### src/rtl/key_sched_ctrl.sv
// Iterative AES-128 key-expansion controller: one round key per clock into an
// 11-entry register file, with a registered read port for the cipher engine.

module gen_key (
   input  logic [3:0]   round,
   input  logic [127:0] key_in,
   output logic [127:0] key_out
);
   localparam logic [7:0] SBOX [256] = '{
      8'h63,8'h7c,8'h77,8'h7b,8'hf2,8'h6b,8'h6f,8'hc5,8'h30,8'h01,8'h67,8'h2b,8'hfe,8'hd7,8'hab,8'h76,
      8'hca,8'h82,8'hc9,8'h7d,8'hfa,8'h59,8'h47,8'hf0,8'had,8'hd4,8'ha2,8'haf,8'h9c,8'ha4,8'h72,8'hc0,
      8'hb7,8'hfd,8'h93,8'h26,8'h36,8'h3f,8'hf7,8'hcc,8'h34,8'ha5,8'he5,8'hf1,8'h71,8'hd8,8'h31,8'h15,
      8'h04,8'hc7,8'h23,8'hc3,8'h18,8'h96,8'h05,8'h9a,8'h07,8'h12,8'h80,8'he2,8'heb,8'h27,8'hb2,8'h75,
      8'h09,8'h83,8'h2c,8'h1a,8'h1b,8'h6e,8'h5a,8'ha0,8'h52,8'h3b,8'hd6,8'hb3,8'h29,8'he3,8'h2f,8'h84,
      8'h53,8'hd1,8'h00,8'hed,8'h20,8'hfc,8'hb1,8'h5b,8'h6a,8'hcb,8'hbe,8'h39,8'h4a,8'h4c,8'h58,8'hcf,
      8'hd0,8'hef,8'haa,8'hfb,8'h43,8'h4d,8'h33,8'h85,8'h45,8'hf9,8'h02,8'h7f,8'h50,8'h3c,8'h9f,8'ha8,
      8'h51,8'ha3,8'h40,8'h8f,8'h92,8'h9d,8'h38,8'hf5,8'hbc,8'hb6,8'hda,8'h21,8'h10,8'hff,8'hf3,8'hd2,
      8'hcd,8'h0c,8'h13,8'hec,8'h5f,8'h97,8'h44,8'h17,8'hc4,8'ha7,8'h7e,8'h3d,8'h64,8'h5d,8'h19,8'h73,
      8'h60,8'h81,8'h4f,8'hdc,8'h22,8'h2a,8'h90,8'h88,8'h46,8'hee,8'hb8,8'h14,8'hde,8'h5e,8'h0b,8'hdb,
      8'he0,8'h32,8'h3a,8'h0a,8'h49,8'h06,8'h24,8'h5c,8'hc2,8'hd3,8'hac,8'h62,8'h91,8'h95,8'he4,8'h79,
      8'he7,8'hc8,8'h37,8'h6d,8'h8d,8'hd5,8'h4e,8'ha9,8'h6c,8'h56,8'hf4,8'hea,8'h65,8'h7a,8'hae,8'h08,
      8'hba,8'h78,8'h25,8'h2e,8'h1c,8'ha6,8'hb4,8'hc6,8'he8,8'hdd,8'h74,8'h1f,8'h4b,8'hbd,8'h8b,8'h8a,
      8'h70,8'h3e,8'hb5,8'h66,8'h48,8'h03,8'hf6,8'h0e,8'h61,8'h35,8'h57,8'hb9,8'h86,8'hc1,8'h1d,8'h9e,
      8'he1,8'hf8,8'h98,8'h11,8'h69,8'hd9,8'h8e,8'h94,8'h9b,8'h1e,8'h87,8'he9,8'hce,8'h55,8'h28,8'hdf,
      8'h8c,8'ha1,8'h89,8'h0d,8'hbf,8'he6,8'h42,8'h68,8'h41,8'h99,8'h2d,8'h0f,8'hb0,8'h54,8'hbb,8'h16
   };
   localparam logic [7:0] RCON [10] = '{
      8'h01,8'h02,8'h04,8'h08,8'h10,8'h20,8'h40,8'h80,8'h1b,8'h36
   };

   logic [7:0]  rcon;
   logic [31:0] rot, temp, w0, w1, w2, w3;

   always_comb begin
      rcon = (round < 4'd10) ? RCON[round] : 8'h00;
      rot  = {key_in[23:0], key_in[31:24]};
      temp = {SBOX[rot[31:24]], SBOX[rot[23:16]], SBOX[rot[15:8]], SBOX[rot[7:0]]}
             ^ {rcon, 24'h0};
      w0   = key_in[127:96] ^ temp;
      w1   = key_in[95:64]  ^ w0;
      w2   = key_in[63:32]  ^ w1;
      w3   = key_in[31:0]   ^ w2;
      key_out = {w0, w1, w2, w3};
   end
endmodule

module key_sched_ctrl #(
   parameter int NUM_RK = 11,
   parameter int IDX_W  = 4
) (
   input  logic             clk,
   input  logic             rst,
   input  logic [127:0]     key_in,
   input  logic             key_valid,
   output logic             key_ready,
   output logic             busy,
   output logic             keys_valid,
   input  logic             rd_en,
   input  logic [IDX_W-1:0] rd_idx,
   output logic [127:0]     rd_data,
   output logic             rd_valid
);
   typedef enum logic [1:0] {IDLE, EXPAND, DONE} state_t;

   localparam logic [IDX_W-1:0] LAST_RND = IDX_W'(NUM_RK - 2);

   state_t           state, state_nxt;
   logic [IDX_W-1:0] round_cnt;
   logic [127:0]     work_key, nk;
   logic [127:0]     rk [NUM_RK];
   logic             accept;

   gen_key u_gen_key (.round(round_cnt), .key_in(work_key), .key_out(nk));

   assign accept = key_valid && key_ready;

   always_ff @(posedge clk) begin
      if (rst) state <= IDLE;
      else     state <= state_nxt;
   end

   always_comb begin
      state_nxt = state;
      case (state)
         IDLE:    if (accept) state_nxt = EXPAND;
         EXPAND:  if (round_cnt == LAST_RND) state_nxt = DONE;
         DONE:    if (accept) state_nxt = EXPAND;
         default: state_nxt = IDLE;
      endcase
   end

   always_comb begin
      key_ready  = (state != EXPAND);
      busy       = (state == EXPAND);
      keys_valid = (state == DONE);
   end

   always_ff @(posedge clk) begin
      if (rst) begin
         for (int i = 0; i < NUM_RK; i++) rk[i] <= '0;
         work_key  <= '0;
         round_cnt <= '0;
         rd_data   <= '0;
         rd_valid  <= 1'b0;
      end else begin
         // Read samples the array before this edge's write lands.
         rd_valid <= rd_en;
         if (rd_en) rd_data <= (rd_idx < IDX_W'(NUM_RK)) ? rk[rd_idx] : '0;
         if (accept) begin
            rk[0]     <= key_in;
            work_key  <= key_in;
            round_cnt <= '0;
         end else if (state == EXPAND) begin
            rk[round_cnt + 1'b1] <= nk;
            work_key             <= nk;
            if (round_cnt != LAST_RND) round_cnt <= round_cnt + 1'b1;
         end
      end
   end
endmodule

### config.mk
export PLATFORM = sky130hd
export DESIGN_NAME = key_sched_ctrl
export DESIGN_NICKNAME = d
export VERILOG_FILES = /design/src/rtl/key_sched_ctrl.sv
export SDC_FILE = /design/constraint.sdc
export NUM_CORES = 2
export LEC_CHECK = 0
export CAP_MARGIN = 30
export CORE_MARGIN = 4
export CORE_UTILIZATION = 30
export DETAILED_ROUTE_END_ITERATION = 8
export PLACE_DENSITY = 0.48
export SYNTH_ARGS = -nofsm -noshare
export SYNTH_HDL_FRONTEND = slang
export SYNTH_HIERARCHICAL = 1
export SYNTH_SLANG_ARGS = --single-unit
### constraint.sdc
create_clock -name clk -period 10.2 [get_ports clk]
set_input_delay 1.02 -clock clk [delete_from_list [all_inputs] [get_ports clk]]
set_output_delay 1.02 -clock clk [all_outputs]
set_load 0.03 [all_outputs]
Word-level counts from Yosys, hierarchy flattened:

Memories as Yosys holds them, arrays and structs flattened.
Cells that the tools add are included.

* ROM bits: 8320
* memories kept: 6
* input port bits: 136
* output and inout bits: 132
* RAM bits: 1408
* register bits: 263

Memory list
* (no name shown): depth 256, width 8, read ports 1, clocked after memory_dff 0, wr ports 0, RTL line 37 `temp = {SBOX[rot[31:24]], SBOX[rot[23:16]], SBOX[rot[15:8]], SBOX[rot[7:0]]}`
* (no name shown): depth 256, width 8, read ports 1, clocked after memory_dff 0, wr ports 0, RTL line 37
* (no name shown): depth 256, width 8, read ports 1, clocked after memory_dff 0, wr ports 0, RTL line 37
* (no name shown): depth 256, width 8, read ports 1, clocked after memory_dff 0, wr ports 0, RTL line 37
* rk: depth 11, width 128, read ports 1, clocked after memory_dff 0, wr ports 11, RTL line 70 `logic [127:0] rk [NUM_RK];`
* (no name shown): depth 16, width 8, read ports 1, clocked after memory_dff 0, wr ports 0, RTL line 35 `rcon = (round < 4'd10) ? RCON[round] : 8'h00;`

* reduce and logical (&&, ||, !) cells: 8
* bitwise gates (word level): 11
* $add $sub $neg: 1
* muxes and demuxes: 30
* equal/unequal tests: 7
* magnitude comparators: 7

Operators with widths (number)
* $mux W128: 5
* $xor A32 B32 Y32: 5
* $reduce_or A128 Y1: 1
* $mux W8: 11
* $ge A9 B9 Y1 const B: 4
* $not A8 Y9: 4
* $mux W1: 10
* $lt A4 B4 Y1 const B: 2
* $ne A2 B1 Y1 const B: 3
* $ge A5 B5 Y1 const B: 1
* $not A4 Y5: 1
* $add A4 B1 Y4 const B: 1
* $eq A4 B4 Y1 const B: 1
* $mux W2: 2
* $mux W4: 1
* $ne A4 B4 Y1 const B: 1
* $pmux W2 S2: 1
* $reduce_and A2 Y1: 2
* $reduce_or A2 Y1: 2
* $eq A2 B1 Y1 const B: 1
* $eq A2 B2 Y1 const B: 1
* $logic_not A2 Y1: 1
* $reduce_bool A2 Y1: 1
* $logic_and A1 B1 Y1: 1
* $or A1 B1 Y1: 1

Longest topological paths before layout:

* word-level depth: 12
* gate-level depth with buffers: 17
* gate-level depth less buffers: 12

Cells and area by module:

The synthesis kept the hierarchy.

Modules (own cells, without submodules)
* key_sched_ctrl: area an instance 69688.1 sq um, cells each 5527, instances 1
* gen_key: area an instance 16384.5 sq um, cells each 2299, instances 1

Worst setup path before layout:

No wires, ideal clock.

* kind: input to register
* start: input port rst
* end: memory rk[0][0], enable pin
* data arrival time: 7914 ps
* data required time: 9558 ps
* path buffers: 4
* setup time: 642 ps
* path slack: 1644 ps
* cell stages on the path: 7
* path through: buf_2 -> clkbuf_1 -> a21oi_1 -> o211ai_1 -> buf_2 -> buf_2 -> o21bai_1

RTL lines
* from (decl): RTL line 52 `input logic rst,`
* to (decl): RTL line 70

==> impl_results.md <==
- Cells after Synth: approximately 7.8k
- Area of the multi-input gates: around 0.035 mm2
- Synthesized area per cell: 11.0 um2
- Final setup fails: 0
- Syn nets: between 8k and 9k
- Seq/Total Area, Yosys: 0.538
- Vias in the first global route: roughly 65k
- Core area: about 0.29 mm2
- Final WL: roughly 370,000 um
- Hpwl dp: between 200,000 and 250,000 um
- DRC Markers: 0
- Overall power: around 0.027 W
- Synth area leaders: edfxtp_1 45%, dfxtp_1 9.1%, mux4_2 5.4%
- EDFF count, synth: between 1k and 1.5k
- Primary FF master, synth: edfxtp_1
- DR pass1 iterations: 8
- Peak supply drop: roughly 0.00018 V
- Worst slew pin tran: approximately 1.2 ns
- Post-CTS sizing: 0
- Crit path DAT: just under 7 ns
- Final Hold Vio Count: 0
- Relative slew slack: 0.169
- Crit start category: flip-flop
- Status: finished clean
- H-tree depth: 4
- Synth cell types: 101
- Ys async rst share: 0
- Layout cell share with drive strength beyond 1: 0.111
- Required @ worst endpoint: roughly 11 ns
- GP Congestion: between 1 and 1.5
- CP Capture Type: flip-flop
- PortBufs: roughly 270
- Antenna violations before repair: 13
- HP Class: reg2reg
- CTS Buffer Depth: 3
- Crit Path Max Fanout: 67
- Period minus WS final: 6.33 ns
- Top cells by count, synth: 1,280 x edfxtp_1, 1,182 x nor2_1, 425 x mux2i_1
- Post-CTS Setup Bufs: 0
- Chip width: 544 um
- TritonCTS Buffers: about 190
- Flops & latches, synth: between 1.5k and 2k
- Routed via count: about 67k
- Clk Latency, worst-skew pair: around 0.86 ns
- Layout Nets: between 7k and 8k
- Yosys Warn Count: 6
- Setup TNS: 0 ns
- CTS clk-pin slew, worst paths: roughly 0.060 ns
- Placed Cells: 11.2k
- Wire per inst: roughly 32 um
- Count of pins over their slew limit: 0
- Register area: 0.0463 mm2
- Max Clock Skew: approximately 0.035 ns
- Area grow syn2layout: 13.7%
- Cell taking the most area after synthesis: edfxtp_1
- First-pass GRT wire length: ~520,000 um
- Maximum clock rate: approximately 160 MHz
- Top cell type's share of synthesized area: 0.447
- FP Rows: between 150 and 200
- CTS sink count: roughly 1.7k
- Layout Cells excl Fill: about 12k
- # Max-Cap Violations: 0
- Iter 0 DRT Violations: about 8.0k
- Global Route Usage Sum: 0.243
- Detail Route Antenna Nets: 0
- Crit Path Class: reg2reg
- Initial Util: 0.302
- DR vias/cell: about 5.8
- Hold-fix buffers, CTS: 0
- Cell Area, Synth: about 0.086 mm2
- Die span in y: 544 um
- Largest net degree at the start of global routing: 156
- RSZ-0062 raised after global routing: false
- Most frequent cell after synthesis: edfxtp_1
- CTS tree: yes
- Cell Pwr Density: ~280 mW/mm2
- Leak: ~35 nW
- Grt total ovfl: 0
- Tcrit/Tclk final: 0.621
- CTS Root Cell: clkbuf_16
- DIE AREA: 0.296 mm2
- Num ports: between 200 and 300
- Filler Cell Count: 28.5k
[power breakdown]
| part | internal (W) | switching [W] | leakage, nW |
|---|---|---|---|
| Combinational | 0.00378 | 0.00815 | 15.4 |
| Clock | 0.00384 | 0.00289 | 2.96 |
| Sequential | 0.00801 | 0.000587 | 16.5 |
| Total | 0.0156 | 0.0116 | 34.8 |
[cells by family (layout without fill, tap and decap cells)]
kind of cell	Yosys count	count (layout)	synth area share
AO/OA/AOI/OAI	1827	1827	0.146
AND/OR/NAND/NOR	2219	2219	0.113
flip-flops	1671	1671	0.538
buffers and inverters	1180	1171	0.0617
multiplexers	651	651	0.106
adder cells (fa/ha/maj)	62	62	0.00901
XOR/XNOR	216	216	0.0269
other	0	6	0
[area by class of cell]
cell class | count | area share
flip-flops and latches | 1671 | 0.473
multi-input cells | 4975 | 0.355
clock buffers | 269 | 0.0540
repair buffers | 510 | 0.0502
well taps | 3762 | 0.0481
inverters | 315 | 0.0121
clock inverters | 77 | 0.00790
diodes | 6 | 0.000153
[sequential cells by signal (all words and copies together) (netlist names)]
name and count:
rd_data 128, rd_valid 1, rk 1408, round_cnt 4, state 2, work_key 128
[per-stage QoR]
step	hold WS [ns]	worst slack, ns	util	instance area (um2)
after detailed placement	0.448	4.02	0.321	91700
after global placement	0.443	3.88	0.320	91500
after global routing	0.472	3.66	0.343	97900
after CTS	0.458	3.99	0.342	97800
after floorplan	0.418	1.64	-	86100
final	0.459	3.87	0.343	97900
[routing by layer]
metal | vias up | track usage | part of all wire | wire [um]
met5 | - | 0 | 0.000035 | 13
met4 | 2 | 0.0939 | 0.042 | 15500
met3 | 610 | 0.0443 | 0.079 | 29100
met2 | 3231 | 0.379 | 0.45 | 168000
met1 | 34700 | 0.334 | 0.43 | 159000
li1 | 28600 | - | - | -
[worst max-delay path, stage by stage (launching register included)]
cell and delay (ns):
dfxtp_2 0.88, buf_4 0.70, nor2b_1 0.74, nor2_1 0.21, a21o_1 0.23, mux4_2 0.44, mux4_2 0.54, xor2_2 0.67
xnor3_1 0.52, a22oi_1 0.89, nor3_1 0.14
[worst paths after layout]
path                  from             to  slack (ns)  cells past startpoint
max            work_key[2]      rk[0][15]        3.87                     10
min          work_key[120]  work_key[120]        0.46                      2
max reg2reg    work_key[2]      rk[0][15]        3.87                     10
min reg2reg  work_key[120]  work_key[120]        0.46                      2
[cells in the final DEF, fill, tap and decap left out, drive strengths merged, types with 29 or more instances in the layout]
master         netlist  layout
o221ai             277     277
a22oi              137     137
edfxtp            1280    1280
nand3               75      75
o21ai              422     422
o211ai             163     163
nor3               203     203
mux2i              427     427
a311oi              35      35
dfxtp              391     391
nor2              1182    1182
and2                36      36
xnor2              136     136
clkbuf             355     269
inv                309     318
o31ai               32      32
or2                 29      29
clkdlybuf4s50        0     262
a211oi             167     167
ha                  62      62
a31oi               48      48
nand2b             101     101
mux4               205     205
o311ai              39      39
a21oi              298     298
clkinv               6      60
xor2                58      58
buf                510     248
nand2              413     413
nor2b               70      70
(Power assumes the default switching activity.)
